$ cat src/rtl/irq_controller_if.sv
// CPU-side register bus of the interrupt controller.
// The CPU drives the master end and the controller sits on the slave end.
interface irq_controller_if;
  logic [3:0]  wr;
  logic        rd;
  logic        select;
  logic [1:0]  addr;
  logic [31:0] data_in;
  logic [31:0] data_out;

  modport master (
    output wr,
    output rd,
    output select,
    output addr,
    output data_in,
    input  data_out
  );

  modport slave (
    input  wr,
    input  rd,
    input  select,
    input  addr,
    input  data_in,
    output data_out
  );
endinterface

$ cat src/rtl/irq_controller.sv
// Memory-mapped interrupt controller: per-source pending/enable, edge or level mode,
// global enable and a fixed-priority vector register feeding the CPU interrupt request.
module irq_controller #(
  parameter int unsigned NUM_SOURCES = 8,
  parameter logic [31:0] EDGE_MASK   = 32'h0
) (
  input  logic                   clk,
  input  logic                   reset,
  irq_controller_if.slave        bus,
  input  logic [NUM_SOURCES-1:0] src,
  output logic                   irq
);

  localparam int unsigned N = NUM_SOURCES;

  localparam logic [1:0] AddrPending = 2'd0;
  localparam logic [1:0] AddrEnable  = 2'd1;
  localparam logic [1:0] AddrVector  = 2'd2;
  localparam logic [1:0] AddrControl = 2'd3;

  logic [N-1:0] src_q;
  logic [N-1:0] pending_q, pending_d;
  logic [N-1:0] enable_q, enable_d;
  logic         global_en_q, global_en_d;
  logic         irq_d;
  logic         wr_en;
  logic         active;
  logic [4:0]   idx;
  logic [31:0]  rdata;

  // Reads are side-effect free, so the read strobe carries no information here.
  logic unused_bus;
  assign unused_bus = ^{bus.rd, bus.data_in};

  assign wr_en = bus.select & (|bus.wr);

  always_comb begin
    pending_d = pending_q;
    for (int i = 0; i < int'(N); i++) begin
      if (EDGE_MASK[i]) begin
        // A new rising edge beats a simultaneous W1C clear.
        pending_d[i] = (src[i] & ~src_q[i]) |
                       (pending_q[i] & ~(wr_en && (bus.addr == AddrPending) && bus.data_in[i]));
      end else begin
        pending_d[i] = src[i];
      end
    end
  end

  always_comb begin
    enable_d = enable_q;
    if (wr_en && (bus.addr == AddrEnable)) begin
      for (int i = 0; i < int'(N); i++) begin
        if (bus.wr[i >> 3]) begin
          enable_d[i] = bus.data_in[i];
        end
      end
    end
  end

  always_comb begin
    global_en_d = global_en_q;
    if (wr_en && (bus.addr == AddrControl) && bus.wr[0]) begin
      global_en_d = bus.data_in[0];
    end
  end

  // Scan from the top so the lowest active index is the one left standing.
  always_comb begin
    active = |(pending_q & enable_q);
    idx    = 5'd0;
    for (int i = int'(N) - 1; i >= 0; i--) begin
      if (pending_q[i] && enable_q[i]) begin
        idx = 5'(i);
      end
    end
  end

  assign irq_d = global_en_q & active;

  always_ff @(posedge clk or posedge reset) begin
    if (reset) begin
      src_q       <= '0;
      pending_q   <= '0;
      enable_q    <= '0;
      global_en_q <= 1'b0;
      irq         <= 1'b0;
    end else begin
      src_q       <= src;
      pending_q   <= pending_d;
      enable_q    <= enable_d;
      global_en_q <= global_en_d;
      irq         <= irq_d;
    end
  end

  always_comb begin
    rdata = '0;
    unique case (bus.addr)
      AddrPending: rdata[N-1:0] = pending_q;
      AddrEnable:  rdata[N-1:0] = enable_q;
      AddrVector: begin
        rdata[31]  = active;
        rdata[4:0] = idx;
      end
      AddrControl: rdata[0] = global_en_q;
      default:     rdata = '0;
    endcase
  end

  assign bus.data_out = rdata;

endmodule

$ cat src/flat_wrapper.sv
// flat-port wrapper written by rule: the top's interface ports become plain ports
module irq_controller_flat 
#(
  parameter int unsigned NUM_SOURCES = 8,
  parameter logic [31:0] EDGE_MASK   = 32'h0
)
  (clk, reset, src, irq, bus_wr, bus_rd, bus_select, bus_addr, bus_data_in, bus_data_out);
  irq_controller_if bus_i ();
  input  logic clk;
  input  logic reset;
  input  logic [NUM_SOURCES-1:0] src;
  output logic irq;
  input wire logic [$bits(bus_i.wr)-1:0] bus_wr;
  input wire logic [$bits(bus_i.rd)-1:0] bus_rd;
  input wire logic [$bits(bus_i.select)-1:0] bus_select;
  input wire logic [$bits(bus_i.addr)-1:0] bus_addr;
  input wire logic [$bits(bus_i.data_in)-1:0] bus_data_in;
  output wire logic [$bits(bus_i.data_out)-1:0] bus_data_out;
  assign bus_i.wr = bus_wr;
  assign bus_i.rd = bus_rd;
  assign bus_i.select = bus_select;
  assign bus_i.addr = bus_addr;
  assign bus_i.data_in = bus_data_in;
  assign bus_data_out = bus_i.data_out;
  irq_controller #(.NUM_SOURCES(NUM_SOURCES), .EDGE_MASK(EDGE_MASK)) u_core (.clk(clk), .reset(reset), .bus(bus_i), .src(src), .irq(irq));
endmodule
$ cat config.mk
export PLATFORM = sky130hd
export DESIGN_NAME = irq_controller_flat
export DESIGN_NICKNAME = d
export VERILOG_FILES = /design/src/rtl/irq_controller_if.sv /design/src/rtl/irq_controller.sv /design/src/flat_wrapper.sv
export SDC_FILE = /design/constraint.sdc
export NUM_CORES = 1
export LEC_CHECK = 0
export ABC_AREA = 0
export BUFFER_PORTS_ARGS = -buffer_cell sky130_fd_sc_hd__buf_2
export CAP_MARGIN = 20
export CORE_MARGIN = 1
export CORE_UTILIZATION = 41
export CTS_CLUSTER_DIAMETER = 200
export DETAILED_ROUTE_END_ITERATION = 7
export HOLD_SLACK_MARGIN = 0.05
export PLACE_DENSITY_LB_ADDON = 0.08
export REMOVE_ABC_BUFFERS = 1
export SLEW_MARGIN = 25
export SYNTH_ARGS = -nofsm -noshare
export SYNTH_HDL_FRONTEND = slang
export SYNTH_SLANG_ARGS = --single-unit
$ cat constraint.sdc
create_clock -name clk -period 1.7 [get_ports clk]
set_clock_uncertainty 0.1 [all_clocks]
set_input_delay 0.085 -clock clk [delete_from_list [all_inputs] [get_ports clk]]
set_output_delay 0.085 -clock clk [all_outputs]
set_load 0.02 [all_outputs]
==> flow_summary.ini <==
[status]
status = completed

[worst_setup_path]
slowest_delay_ps = 430
crit_family = flip-flops
worstPathRequired_ps = 1510
start_kind = flop
worst-path-buf-inv = 1
worstPathCellList = nand3_1 -> o21ai_1 -> mux2_4 -> a31oi_4 -> buf_6
cp-end-kind = output pin
cp_slowest_cell = dfrtp_1
criticalPathCategory = flop to output pin
crit_arrival_ps = 1460
crit_fanout = 5

[yosys]
syn-instance-count = 95
synth.avg_cell_area_um2 = 10.9
synth_top_area_share_pct = 43.5
syn_area_um2 = 1030
ys_seq_elements = 18
ys.warnings.count = 0
yosys-top-cells-area = dfrtp_1 (44%), buf_4 (17%), mux2_2 (11%)
synth_top_area_cell = dfrtp_1
synth-seq-area-share_pct = 43.5
synth.distinct_cells = 24

[final_layout]
stdcell_area_um2 = 1410
diodes = 0
syn_to_final_growth_pct = 36.2
final_cell_mix = buf_2 (29), conb_1 (23), dlygate4sd3_1 (17), dfrtp_1 (17)
final_common_cell = buf_2
drive_above_1_share_pct = 38.5
fin_util_pct = 61.3
fin_nets = 199

[drt]
ant_nets = 0
drt-vias-per-instance = 4.67
drc = 0
dr.pass1.iters = 4
drt_iter0_drc = 9
met2_length_um = 899
route.met3.wl_um = 149
top_layer = met4
wl_mm = 1.86
wl_per_cell_um = 10.6
wl_met1_um = 796
vias = 822

[cts]
worstSkewPairLatency_ps = 290
clk_pin_slew_ps = 100
htreeDepth = 1
root_buffer = clkbuf_4
cts_buffers = 3
cts_tree = done
clock_sinks = 18
clock_path_buffers = 2

[floorplanning]
die_h_um = 52.2
die_w_um = 52.2
core_um2 = 2300
initial_core_util_pct = 45.0
die-area_um2 = 2730
pin_count = 83
row_count = 17

[sta]
period_share_pct = 96.7
drv_slew = 0
maxSlewHeadroom_pct = 55.8
fin_hold_ws_ps = 75.1
fmax_ghz = 0.608
finalSetupViolations = 0
tns_ps = 0
period_needed_ps = 1640
tightest_slew_ps = 662
rsz0062_at_grt = yes
hold_viol_final = 0

[global_route]
grt_antenna_before_repair = 0
grt_overflow = 0
grt_max_degree = 19
grt.total_usage_pct = 15.4
grt_pass1_wl_mm = 2.99
grt_pass1_vias = 707

[pwr]
power_density_nw_per_um2 = 866
power_mw = 1.22
peakVddDrop_uv = 652
p_leak_nw = 0.717

[placed_design]
routabilityCongestion = 0.793
dpl_cell_area_um2 = 1120
place_hpwl_mm = 1.31
port_buffers = 31

[min_path]
hold_path_class = primary input to flop

[flow_run]
max-cap-violations = 0
per-layer routing:
metal  global-route usage [%]  vias to the layer above
li1                         -                      390
met1                     18.5                      380
met2                     26.3                       50
met3                     5.22                        2
met4                     3.95                        0
met5                        0                        -
flip-flops by register name (all words and copies together) (netlist names):
signal / cells
u_core.irq: 1
u_core.enable_q: 8
u_core.global_en_q: 1
u_core.pending_q: 8
final timing paths:
check                              startpoint            endpoint  slack (ps)  depth (start not counted)
min                                bus_select  u_core.global_en_q          80                          3
max reg2reg                u_core.enable_q[2]          u_core.irq         510                          4
min in group asynchronous               reset  u_core.enable_q[0]         320                          3
max                        u_core.enable_q[0]     bus_data_out[0]          60                          5
max in group asynchronous               reset  u_core.enable_q[1]         720                          3
min reg2reg                u_core.enable_q[2]  u_core.enable_q[2]         450                          1
power breakdown:
| group | leakage, nW | switching (mW) | internal (mW) |
|---|---|---|---|
| Clock | 0.0210 | 0.124 | 0.130 |
| Sequential | 0.212 | 0.0537 | 0.492 |
| Combinational | 0.484 | 0.219 | 0.200 |
| Total | 0.717 | 0.396 | 0.823 |
stage by stage:
step | setup slack (ps) | cells
finish | 55.9 | 176
CTS | 12.8 | 174
floorplan | 254 | 92
global placement | 295 | 152
detailed placement | 276 | 152
global route | -9.27 | 176
kinds of logic after synthesis:
| group | synth area share, % |
|---|---|
| compound gates | 7.26 |
| flops | 43.5 |
| simple gates | 10.6 |
| other cells | 0.362 |
| buf+inv | 19.6 |
| mux | 18.6 |
cell usage after synthesis, drive strengths merged:
cell type,n
o21ai,1
a21boi,1
a22oi,1
a32o,1
mux2i,8
nand2b,1
o22ai,1
inv,1
nand4b,1
a21oi,3
nand2,9
nand3,3
nor2,5
mux2,10
a31oi,1
and3,1
a221oi,1
o32ai,1
buf,25
nand4,1
conb,1
dfrtp,18
layout make-up:
| type | count | area (um^2) |
|---|---|---|
| fill | 210 | 888 |
| multi-input combinational | 73 | 518 |
| clock buffer | 4 | 36.3 |
| sequential | 18 | 452 |
| inverter | 1 | 3.75 |
| timing repair buffer | 52 | 364 |
| tap | 28 | 35.0 |
tightest hold or removal path: cells and delay by family:
family                 cells  cell delay (ps)
multiplexers               1              140
buffers and inverters      1              120
AND/OR/NAND/NOR            1               90
timing repair:
action | CTS | global route
resized for setup | 1 | 12
endpoints found under the setup margin | 1 | 4
buffers inserted | 1 | 2
hold buffers | 17 | 0
pin swaps | 0 | 2
hold endpoints to repair | 35 | 0
gates cloned | 0 | 0
Power figures use the tool's default switching activity.
